<file path="src/rtl/fir_pkg.sv">
// ---------------------------------------------------------------------------
// fir_pkg
// Shared definitions for the FIR output stage.
//   WL, MAC_WL       : output sample width and FIR accumulator width (signed)
//   SHIFT            : LSBs dropped by rounding
//   FIFO_DEPTH       : default depth of the output FIFO, with the pointer and
//                      count widths derived from it
//   rounded_t        : rounded sample plus a flag saying it was clipped
//   sat_round()      : round half up, then saturate to WL bits
// ---------------------------------------------------------------------------
package fir_pkg;

  localparam int WL         = 14;
  localparam int MAC_WL     = 20;
  localparam int SHIFT      = 6;
  localparam int FIFO_DEPTH = 4;
  localparam int PTR_W      = $clog2(FIFO_DEPTH);
  localparam int CNT_W      = PTR_W + 1;

  // Limits and rounding constant expressed at the widened MAC_WL+1 width so
  // every comparison in sat_round is signed and width-matched.
  localparam logic signed [MAC_WL:0] SAT_HI     = (MAC_WL+1)'((2**(WL-1)) - 1);
  localparam logic signed [MAC_WL:0] SAT_LO     = (MAC_WL+1)'(-(2**(WL-1)));
  localparam logic signed [MAC_WL:0] ROUND_HALF = (MAC_WL+1)'(2**(SHIFT-1));

  typedef struct packed {
    logic                 sat;
    logic signed [WL-1:0] value;
  } rounded_t;

  // The extra MSB keeps the +half addition from wrapping at the positive
  // full-scale input; the arithmetic shift then floors, giving round half up.
  function automatic rounded_t sat_round(input logic signed [MAC_WL-1:0] x);
    logic signed [MAC_WL:0] sum;
    logic signed [MAC_WL:0] r;
    rounded_t               res;
    sum = {x[MAC_WL-1], x} + ROUND_HALF;
    r   = sum >>> SHIFT;
    if (r > SAT_HI) begin
      res.sat   = 1'b1;
      res.value = SAT_HI[WL-1:0];
    end else if (r < SAT_LO) begin
      res.sat   = 1'b1;
      res.value = SAT_LO[WL-1:0];
    end else begin
      res.sat   = 1'b0;
      res.value = r[WL-1:0];
    end
    return res;
  endfunction

endpackage

</file>
<file path="src/rtl/fir_out_fifo.sv">
// ---------------------------------------------------------------------------
// fir_out_fifo
// Synchronous FIFO holding decimated output samples.
//   clk, rst : clock, synchronous active-high reset (empties the FIFO)
//   push     : write wdata (accepted when not full, or when a pop also occurs)
//   pop      : remove the head entry (ignored when empty)
//   wdata    : sample to write
//   rdata    : head entry (raw storage, meaningful only when not empty)
//   count    : number of stored entries, 0..DEPTH
//   full     : count == DEPTH
//   empty    : count == 0
// ---------------------------------------------------------------------------
module fir_out_fifo
  import fir_pkg::*;
#(
  parameter int DEPTH = FIFO_DEPTH,
  parameter int WIDTH = WL,
  parameter int P_W   = $clog2(DEPTH),
  parameter int C_W   = P_W + 1
) (
  input  logic             clk,
  input  logic             rst,
  input  logic             push,
  input  logic             pop,
  input  logic [WIDTH-1:0] wdata,
  output logic [WIDTH-1:0] rdata,
  output logic [C_W-1:0]   count,
  output logic             full,
  output logic             empty
);

  logic [WIDTH-1:0] mem [DEPTH];
  logic [P_W-1:0]   wr_ptr;
  logic [P_W-1:0]   rd_ptr;
  logic             do_push;
  logic             do_pop;

  assign full    = (count == C_W'(DEPTH));
  assign empty   = (count == '0);
  assign do_pop  = pop && !empty;
  // A pop in the same cycle frees the slot being written, so a full FIFO can
  // still take a write.
  assign do_push = push && (!full || do_pop);
  assign rdata   = mem[rd_ptr];

  // DEPTH is a power of two, so the pointers wrap naturally.
  always_ff @(posedge clk) begin
    if (rst) begin
      wr_ptr <= '0;
      rd_ptr <= '0;
      count  <= '0;
    end else begin
      if (do_push) wr_ptr <= wr_ptr + 1'b1;
      if (do_pop)  rd_ptr <= rd_ptr + 1'b1;
      count <= count + C_W'(do_push) - C_W'(do_pop);
    end
  end

  // Storage carries no reset; stale entries are never visible because the
  // read side is qualified by empty.
  always_ff @(posedge clk) begin
    if (!rst && do_push) mem[wr_ptr] <= wdata;
  end

endmodule

</file>
<file path="src/rtl/fir_decim_out.sv">
// ---------------------------------------------------------------------------
// fir_decim_out
// Output stage after the symmetric FIR: decimate, round, saturate, buffer.
//   clk, rst   : clock, synchronous active-high reset
//   in_valid   : in_data carries a new FIR sample this cycle
//   in_data    : signed MAC_WL-bit FIR result
//   out_valid  : out_data holds a buffered sample
//   out_ready  : consumer takes out_data this cycle
//   out_data   : signed WL-bit decimated sample (0 when nothing buffered)
//   sat_pulse  : high while stage 1 holds a kept sample that was clipped
//   ovf_sticky : a kept sample was dropped on a full FIFO; cleared by rst
// ---------------------------------------------------------------------------
module fir_decim_out
  import fir_pkg::*;
#(
  parameter int DECIM      = 2,
  parameter int PHASE      = 0,
  parameter int FIFO_DEPTH = fir_pkg::FIFO_DEPTH
) (
  input  logic                     clk,
  input  logic                     rst,
  input  logic                     in_valid,
  input  logic signed [MAC_WL-1:0] in_data,
  output logic                     out_valid,
  input  logic                     out_ready,
  output logic signed [WL-1:0]     out_data,
  output logic                     sat_pulse,
  output logic                     ovf_sticky
);

  // A one-bit counter is kept even for DECIM=1 so the logic stays uniform;
  // it then never leaves 0 and every valid sample is kept.
  localparam int                PH_W       = (DECIM > 1) ? $clog2(DECIM) : 1;
  localparam logic [PH_W-1:0]   PH_LAST    = PH_W'(DECIM - 1);
  localparam logic [PH_W-1:0]   KEEP_PHASE = PH_W'(PHASE);
  localparam int                F_PTR_W    = $clog2(FIFO_DEPTH);
  localparam int                F_CNT_W    = F_PTR_W + 1;

  logic [PH_W-1:0]    phase;
  logic               keep;
  rounded_t           rounded;
  logic               s1_valid;
  logic [WL-1:0]      s1_data;
  logic               push;
  logic               pop;
  logic [WL-1:0]      fifo_rdata;
  logic [F_CNT_W-1:0] fifo_count;
  logic               fifo_full;
  logic               fifo_empty;

  assign keep    = in_valid && (phase == KEEP_PHASE);
  assign rounded = sat_round(in_data);

  assign out_valid = (fifo_count != '0);
  assign out_data  = fifo_empty ? '0 : $signed(fifo_rdata);
  assign pop       = out_valid && out_ready;
  assign push      = s1_valid && (!fifo_full || pop);

  // Phase counter, stage-1 register and overflow flag. The FIR cannot be
  // stalled, so a stage-1 sample that finds the FIFO full with no pop is
  // lost and the loss is latched until reset.
  always_ff @(posedge clk) begin
    if (rst) begin
      phase      <= '0;
      s1_valid   <= 1'b0;
      s1_data    <= '0;
      sat_pulse  <= 1'b0;
      ovf_sticky <= 1'b0;
    end else begin
      if (in_valid) phase <= (phase == PH_LAST) ? '0 : phase + 1'b1;
      s1_valid  <= keep;
      s1_data   <= rounded.value;
      sat_pulse <= keep && rounded.sat;
      if (s1_valid && fifo_full && !pop) ovf_sticky <= 1'b1;
    end
  end

  fir_out_fifo #(
    .DEPTH (FIFO_DEPTH),
    .WIDTH (WL),
    .P_W   (F_PTR_W),
    .C_W   (F_CNT_W)
  ) u_fifo (
    .clk   (clk),
    .rst   (rst),
    .push  (push),
    .pop   (pop),
    .wdata (s1_data),
    .rdata (fifo_rdata),
    .count (fifo_count),
    .full  (fifo_full),
    .empty (fifo_empty)
  );

endmodule

</file>
<file path="config.mk">
export PLATFORM = sky130hd
export DESIGN_NAME = fir_decim_out
export DESIGN_NICKNAME = d
export VERILOG_FILES = /design/src/rtl/fir_pkg.sv /design/src/rtl/fir_out_fifo.sv /design/src/rtl/fir_decim_out.sv
export SDC_FILE = /design/constraint.sdc
export NUM_CORES = 1
export LEC_CHECK = 0
export CORE_MARGIN = 1
export CORE_UTILIZATION = 50
export DETAILED_ROUTE_END_ITERATION = 6
export GPL_TIMING_DRIVEN = 0
export PLACE_DENSITY = 0.72
export RECOVER_POWER = 100
export SETUP_SLACK_MARGIN = 0.2
export SLEW_MARGIN = 0
export SYNTH_ARGS = -nofsm -noshare
export SYNTH_HDL_FRONTEND = slang
export SYNTH_HIERARCHICAL = 1
export SYNTH_SLANG_ARGS = --single-unit
</file>
<file path="constraint.sdc">
create_clock -name clk -period 6.78 [get_ports clk]
set_clock_uncertainty 0.05 [all_clocks]
set_input_delay 1.356 -clock clk [delete_from_list [all_inputs] [get_ports clk]]
set_output_delay 1.356 -clock clk [all_outputs]
set_load 0.005 [all_outputs]
</file>
==> flow_summary.ini, run 1 <==
[layout]
num_antenna_cells = 0
num-fill-cells = 512
nets = 326
most-common-layout-cells = 56 x edfxtp_1, 27 x dfxtp_1, 19 x dlygate4sd3_1
final_area_mm2 = 0.00425
area_growth_pct = 20.3
final_common_cell = edfxtp_1
drive_above_1_share_pct = 13.7

[pwr]
p_int_uw = 912
pwr-share-comb_pct = 18.0
seqPwrFrac_pct = 48.8
power_switching_uw = 281
p_sw_share_pct = 23.5
clock_power_share_pct = 33.2
p_leak_uw = 0.00146
max-vdd-ir-drop_uv = 119
pwr_density_cell_mw_per_mm2 = 281

[outcome]
status = completed

[critical_path]
critical_path_required_ps = 5370
start_kind = register
crit_arrival_ps = 2970
reg2reg_from = u_fifo/count[1]
endpoint_kind = output pin
path_class = reg -> out
worstPathMaxFanout = 10

[grt]
gr-total-overflow = 0
grt_pass1_vias = 2081
grtUsageTotal_pct = 19.0
grt_pass1_wl_mm = 10.3
grt_max_degree = 16
antenna_found_initial = 0

[detailed_routing]
via_per_inst = 5.35
num_vias = 2120
drt_pass1_iterations = 4
drt_iter0_drc = 126
antenna_left = 0
routed_wl_mm = 6.17
wl_per_cell_um = 15.6
drc = 0

[floorplanning]
die_h_um = 86.0
die-area_mm2 = 0.00740
core-area_mm2 = 0.00679
ioPinCount = 41
die_x_um = 86.0
placementRows = 30
initial_utilization_pct = 52.0

[synth]
ys_ff_latch = 83
synth-main-ff-cell = edfxtp_1
yosysWarnings = 6
synth_cells = 245
yosysSeqAreaShare_pct = 63.0
synth_edf_count = 56
synth_fp_nets = 276
synth.distinct_cells = 48
avgSynthCellArea_um2 = 14.4
synth_area_mm2 = 0.00353
postSynth.asyncResetShare_pct = 0

[hold_path]
min-delay-start = phase
hold_class = reg -> reg

[clocking]
cts_resized = 0
clockBufferDepth = 2
root_buffer = clkbuf_8
numCtsBuffers = 9
cts_setup_buffers = 0
cts.sinks = 83
ctsHoldBuffers = 0
clkSlewWorstSetupHoldPaths_ps = 80
clock_latency_ps = 350
htree_levels = 3
tritoncts = yes

[timing]
fin_setup_tns_ps = 0
max_freq_mhz = 228
relSlewSlack_pct = 23.9
hold_viol = 0
layout_min_cycle_time_ps = 4380
setup_viol = 0
tightest_slew_ps = 1140
final_max_slew_viol_count = 0
fin_crit_sh_pct = 64.6
rsz0062_at_grt = false

[flow_run]
drv_cap = 0

[placed_design]
postPlaceCellArea_mm2 = 0.00407
portBuffers = 35
place_hpwl_mm = 4.71
place.gp.congestion = 0.901
==> metal layers <==
metal | GRT usage (%) | part of all wire, % | routed length, um
met2 | 32.4 | 50 | 3070
met4 | 10.5 | 2.8 | 175
met3 | 3.56 | 2.9 | 182
met5 | 0 | 0 | 0
met1 | 22.7 | 45 | 2750
==> sequential cells by signal, summed over array words and instances (netlist names), named ones only <==
name / flops
u_fifo/count: 3
u_fifo/mem: 56
s1_data: 14
u_fifo/wr_ptr: 2
ovf_sticky: 1
s1_valid: 1
sat_pulse: 1
u_fifo/rd_ptr: 2
phase: 1
==> stage by stage <==
step,cells,hold WS [ps],worst slack [ps],total power (uW),util [%]
2_1_floorplan,245,388,3220,714,-
3_3_place_gp,376,401,1940,819,58.9
3_5_place_dp,380,408,2840,827,59.8
4_1_cts,396,425,2940,1220,63.3
5_1_grt,396,451,2160,1250,62.5
6_report,396,422,2400,1190,62.5
==> worst max-delay path: stages, from the launching register on <==
cell	delay (ps)
dfxtp_1	320
clkbuf_1	300
clkbuf_1	670
mux4_2	580
nor2b_1	150
dlygate4sd3_1	600
==> cells by family (layout without fill, tap and decap cells) <==
kind of cell,count (synthesis),in the layout,synth area share (%)
simple gates,75,75,12.4
compound gates,36,36,7.05
mux,17,17,9.93
fa+ha+maj,7,7,2.69
buf+inv,16,71,2.20
xor+xnor,11,11,2.73
flops,83,83,63.0
==> power groups by stage <==
stage	Sequential, uW	Combinational [uW]	Clock [uW]
floorplan	587	127	0
global placement	591	228	0
detailed placement	593	234	0
CTS	581	235	404
global route	585	236	424
finish	582	215	396
==> worst paths after layout <==
check                           slack [ps]                end  depth (start not counted)
worst max-delay path                  2400        out_data[0]                          5
worst min-delay path                   420              phase                          2
worst max register to register        3410  u_fifo/mem[2][11]                          6
worst min register to register         420              phase                          2
==> cell type report <==
class	count	area [um2]	area share [%]
Sequential cell	83	2220	52.3
Multi-Input combinational cell	146	1230	28.9
Timing Repair Buffer	39	365	8.61
Clock buffer	11	153	3.60
Tap cell	96	120	2.83
Clock inverter	5	83.8	1.97
Buffer	10	52.6	1.24
Inverter	6	22.5	0.531
==> synthesized netlist by cell type, types with 3 or more instances <==
cell	count	share of area, %
nand4_1	6	1.1
xor2_1	7	1.7
dfxtp_1	27	15
clkbuf_1	6	0.64
nor3b_1	4	0.85
a31oi_1	9	1.6
nor2_1	13	1.4
nor3_1	4	0.57
ha_1	6	2.1
nand3_1	4	0.57
a21oi_1	9	1.3
nand2b_1	4	0.71
mux4_2	14	8.9
and3_1	3	0.53
edfxtp_1	56	48
xnor2_1	4	0.99
inv_1	6	0.64
nor2b_1	16	2.8
nand2_1	9	0.96
Note: power is estimated with default switching activity, not from simulation.
==> run 2: changes to the inputs <==
Clock period 6.78 ns to 4.2 ns, I/O delays scaled along.
==> flow_summary.ini, run 2 (synthesis gave the netlist of run 1 again) <==
[outcome]
status = completed

[pwr]
pwr_density_cell_mw_per_mm2 = 451
p_leak_uw = 0.00149
max-vdd-ir-drop_uv = 192

[layout]
num-fill-cells = 504
num_antenna_cells = 0
area_growth_pct = 21.2
nets = 326
most-common-layout-cells = 56 x edfxtp_1, 27 x dfxtp_1, 19 x dlygate4sd3_1
largest_reg_flops = 56
drive_above_1_share_pct = 15.3
largest_register = u_fifo/mem
final_common_cell = edfxtp_1
reg_top3 = u_fifo/mem: 56 flops, s1_data: 14 flops, u_fifo/count: 3 flops

[floorplanning]
ioPinCount = 41
die_x_um = 86.0
core-area_mm2 = 0.00679
initial_utilization_pct = 52.0
placementRows = 30
die_h_um = 86.0
die-area_mm2 = 0.00740

[critical_path]
cpMaxStageDelayCell = dlygate4sd3_1
endpoint_kind = output pin
reg2regPathDepth = 6
max_stage_delay_ps = 600
crit_arrival_ps = 2670
critical_path_required_ps = 3310
reg2reg_from = u_fifo/count[1]
start_kind = register
rr_endpoint = u_fifo/mem[2][11]
path_class = reg -> out
worstPathMaxFanout = 10
rrSetupSlack_ps = 1050
cp-endpoint = out_data[0]
worstPathCellList = clkbuf_1 -> buf_2 -> mux4_2 -> nor2b_1 -> dlygate4sd3_1

[clocking]
tritoncts = yes
cts_setup_buffers = 0
root_buffer = clkbuf_8
clkSlewWorstSetupHoldPaths_ps = 80
clock_latency_ps = 350
clockBufferDepth = 2
numCtsBuffers = 9
htree_levels = 3
cts.sinks = 83
ctsHoldBuffers = 0
cts_resized = 0

[grt]
grt_pass1_vias = 2081
antenna_found_initial = 0
grt_pass1_wl_mm = 10.3
grtUsageTotal_pct = 19.0
gr-total-overflow = 0
grt_max_degree = 16

[detailed_routing]
via_per_inst = 5.39
drc = 0
drt_pass1_iterations = 4
drt_iter0_drc = 120
wl_per_cell_um = 15.6
antenna_left = 0
num_vias = 2133
routed_wl_mm = 6.16

[timing]
layout_min_cycle_time_ps = 3560
max_freq_mhz = 281
final_max_slew_viol_count = 0
relSlewSlack_pct = 18.5
fin_crit_sh_pct = 84.7
hold_viol = 0
setup_viol = 0
fin_setup_tns_ps = 0
tightest_slew_ps = 1220
rsz0062_at_grt = false
fin_ws_ps = 644

[placed_design]
place_ws_ps = 777
place_hpwl_mm = 4.71
place.gp.congestion = 0.901
portBuffers = 35

[hold_path]
hold_class = reg -> reg

[flow_run]
drv_cap = 0
run 2: layout make-up:
type	instances	area [um2]	area share, %
tap	96	120	2.81
sequential	83	2220	52.0
inverter	6	22.5	0.527
timing repair buffer	39	395	9.25
buffer	10	53.8	1.26
clock buffer	11	153	3.57
clock inverter	5	83.8	1.96
multi-input combinational	146	1230	28.7
run 2: where the power goes:
group          leakage, uW  switching (uW)  internal [uW]
sequential        0.000735            29.6            909
clock             0.000119             267            373
combinational     0.000634             157            192
run 2: worst min-delay path by stage:
stage	to	start	slack, ps	cells past startpoint
2_1_floorplan	u_fifo/mem[0][0]	s1_data[0]	390	0
3_3_place_gp	u_fifo/mem[2][2]	s1_data[2]	400	0
3_5_place_dp	ovf_sticky	ovf_sticky	410	2
4_1_cts	phase	phase	430	2
5_1_grt	u_fifo/mem[1][4]	s1_data[4]	450	0
6_report	phase	phase	420	2
run 2: routing by layer:
metal | part of all wire [%] | global-route usage [%] | routed length, um
met1 | 44 | 22.7 | 2720
met2 | 50 | 32.4 | 3090
met3 | 2.9 | 3.56 | 178
met4 | 2.8 | 10.5 | 175
met5 | 0 | 0 | 0
run 2: worst max-delay path: cells and delay by family (launching register included):
family | cells | cell delay [ps]
DFF | 1 | 320
muxes | 1 | 540
buffers and inverters | 3 | 1300
and+or+nand+nor | 1 | 150
run 2: metrics by stage:
step,cell area (um2),power [uW],hold slack (ps),util (%),cells
detailed placement,4070,1330,408,59.8,380
global route,4280,2010,451,62.9,396
floorplan,3530,1150,388,-,245
finish,4280,1930,422,62.9,396
CTS,4300,1970,425,63.3,396
global placement,4000,1320,401,58.9,376
==> run 3: changes to the inputs <==
Clock period 4.2 ns to 3.65 ns, I/O delays scaled along.
==> flow_summary.ini, run 3 (synthesis gave the netlist of run 1 again) <==
[timing]
final_max_slew_viol_count = 0
layout_min_cycle_time_ps = 3300
hold_viol = 0
setup_viol = 0
relSlewSlack_pct = 47.6
max_freq_mhz = 303
tightest_slew_ps = 778
fin_ws_ps = 345
rsz0062_at_grt = false
fin_crit_sh_pct = 90.5

[detailed_routing]
drt_iter0_drc = 117
wl_per_cell_um = 15.6
antenna_left = 0
drt_pass1_iterations = 4
via_per_inst = 5.38
drc = 0
routed_wl_mm = 6.17
num_vias = 2129

[clocking]
cts_setup_buffers = 0
ctsHoldBuffers = 0
htree_levels = 3
clock_latency_ps = 350
clockBufferDepth = 2
cts.sinks = 83
root_buffer = clkbuf_8
cts_resized = 0
numCtsBuffers = 9
clkSlewWorstSetupHoldPaths_ps = 80
tritoncts = yes

[floorplanning]
die-area_mm2 = 0.00740
core-area_mm2 = 0.00679
ioPinCount = 41
die_h_um = 86.0
initial_utilization_pct = 52.0
die_x_um = 86.0
placementRows = 30

[pwr]
p_leak_uw = 0.00149
seqPwrFrac_pct = 48.6
power_switching_uw = 523
pwr-share-comb_pct = 18.2
p_int_uw = 1700
pwr_density_cell_mw_per_mm2 = 517
power_uw = 2220
p_sw_share_pct = 23.6
clock_power_share_pct = 33.2
max-vdd-ir-drop_uv = 220

[critical_path]
worstPathMaxFanout = 10
reg2reg_from = u_fifo/count[1]
path_class = reg -> out
reg2regPathDepth = 10
crit_arrival_ps = 2520
rr_endpoint = u_fifo/count[2]
rrSetupSlack_ps = 630
start_kind = register
endpoint_kind = output pin
critical_path_required_ps = 2870

[layout]
largest_reg_flops = 56
reg_top3 = u_fifo/mem: 56 flops, s1_data: 14 flops, u_fifo/count: 3 flops
most-common-layout-cells = 56 x edfxtp_1, 27 x dfxtp_1, 19 x dlygate4sd3_1
final_common_cell = edfxtp_1
largest_register = u_fifo/mem
num_antenna_cells = 0
nets = 326
drive_above_1_share_pct = 17.0
area_growth_pct = 21.6
post-route-util_pct = 63.2

[grt]
antenna_found_initial = 0
grt_pass1_vias = 2081
grtUsageTotal_pct = 19.0
grt_pass1_wl_mm = 10.3
gr-total-overflow = 0
grt_max_degree = 16

[hold_path]
holdPathEnd = phase
holdPathStages = 2
hold_class = reg -> reg
min-delay-start = phase

[placed_design]
place.gp.congestion = 0.901
place_ws_ps = 337
place_hpwl_mm = 4.71
portBuffers = 35

[outcome]
status = completed

[flow_run]
drv_cap = 0
-- run 3: critical path, cell delays in order, from the launching register on --
cell	delay, ps
dfxtp_1	320
buf_2	190
clkbuf_2	370
mux4_2	540
nor2b_1	150
dlygate4sd3_1	600
-- run 3: worst max-delay path by stage --
stage | endpoint | slack [ps] | cells past startpoint
global placement | u_fifo/mem[0][6] | -560 | 5
floorplan | u_fifo/mem[2][0] | 710 | 4
detailed placement | u_fifo/mem[2][6] | 340 | 6
finish | out_data[0] | 350 | 5
CTS | out_data[0] | 430 | 5
global route | out_data[0] | 190 | 5
-- run 3: power by group through the flow --
stage / Combinational [uW] / Sequential [uW] / Clock (uW)
2_1_floorplan: 236 / 1090 / 0
3_3_place_gp: 424 / 1100 / 0
3_5_place_dp: 434 / 1100 / 0
4_1_cts: 436 / 1080 / 751
5_1_grt: 444 / 1090 / 788
6_report: 404 / 1080 / 736
-- run 3: routing by layer --
metal / GRT usage [%] / up-vias / wire length, um
met5: 0 / - / 0
met4: 10.5 / 0 / 174
met3: 3.56 / 14 / 155
met2: 32.4 / 46 / 3100
met1: 22.7 / 1031 / 2730
li1: - / 1038 / -
-- run 3: through the flow --
| step | hold WS (ps) | area [um2] | TNS (ps) | cells |
|---|---|---|---|---|
| 5_1_grt | 451 | 4290 | 0 | 396 |
| 3_5_place_dp | 408 | 4070 | 0 | 380 |
| 2_1_floorplan | 388 | 3530 | 0 | 245 |
| 6_report | 422 | 4290 | 0 | 396 |
| 3_3_place_gp | 401 | 4000 | -29820 | 376 |
| 4_1_cts | 425 | 4300 | 0 | 396 |
-- run 3: area by class of cell --
cell class | count | area, um2
Clock buffer | 11 | 153
Sequential cell | 83 | 2220
Buffer | 10 | 55.1
Fill cell | 501 | 2500
Clock inverter | 5 | 83.8
Tap cell | 96 | 120
Inverter | 6 | 22.5
Timing Repair Buffer | 39 | 389
Multi-Input combinational cell | 146 | 1250
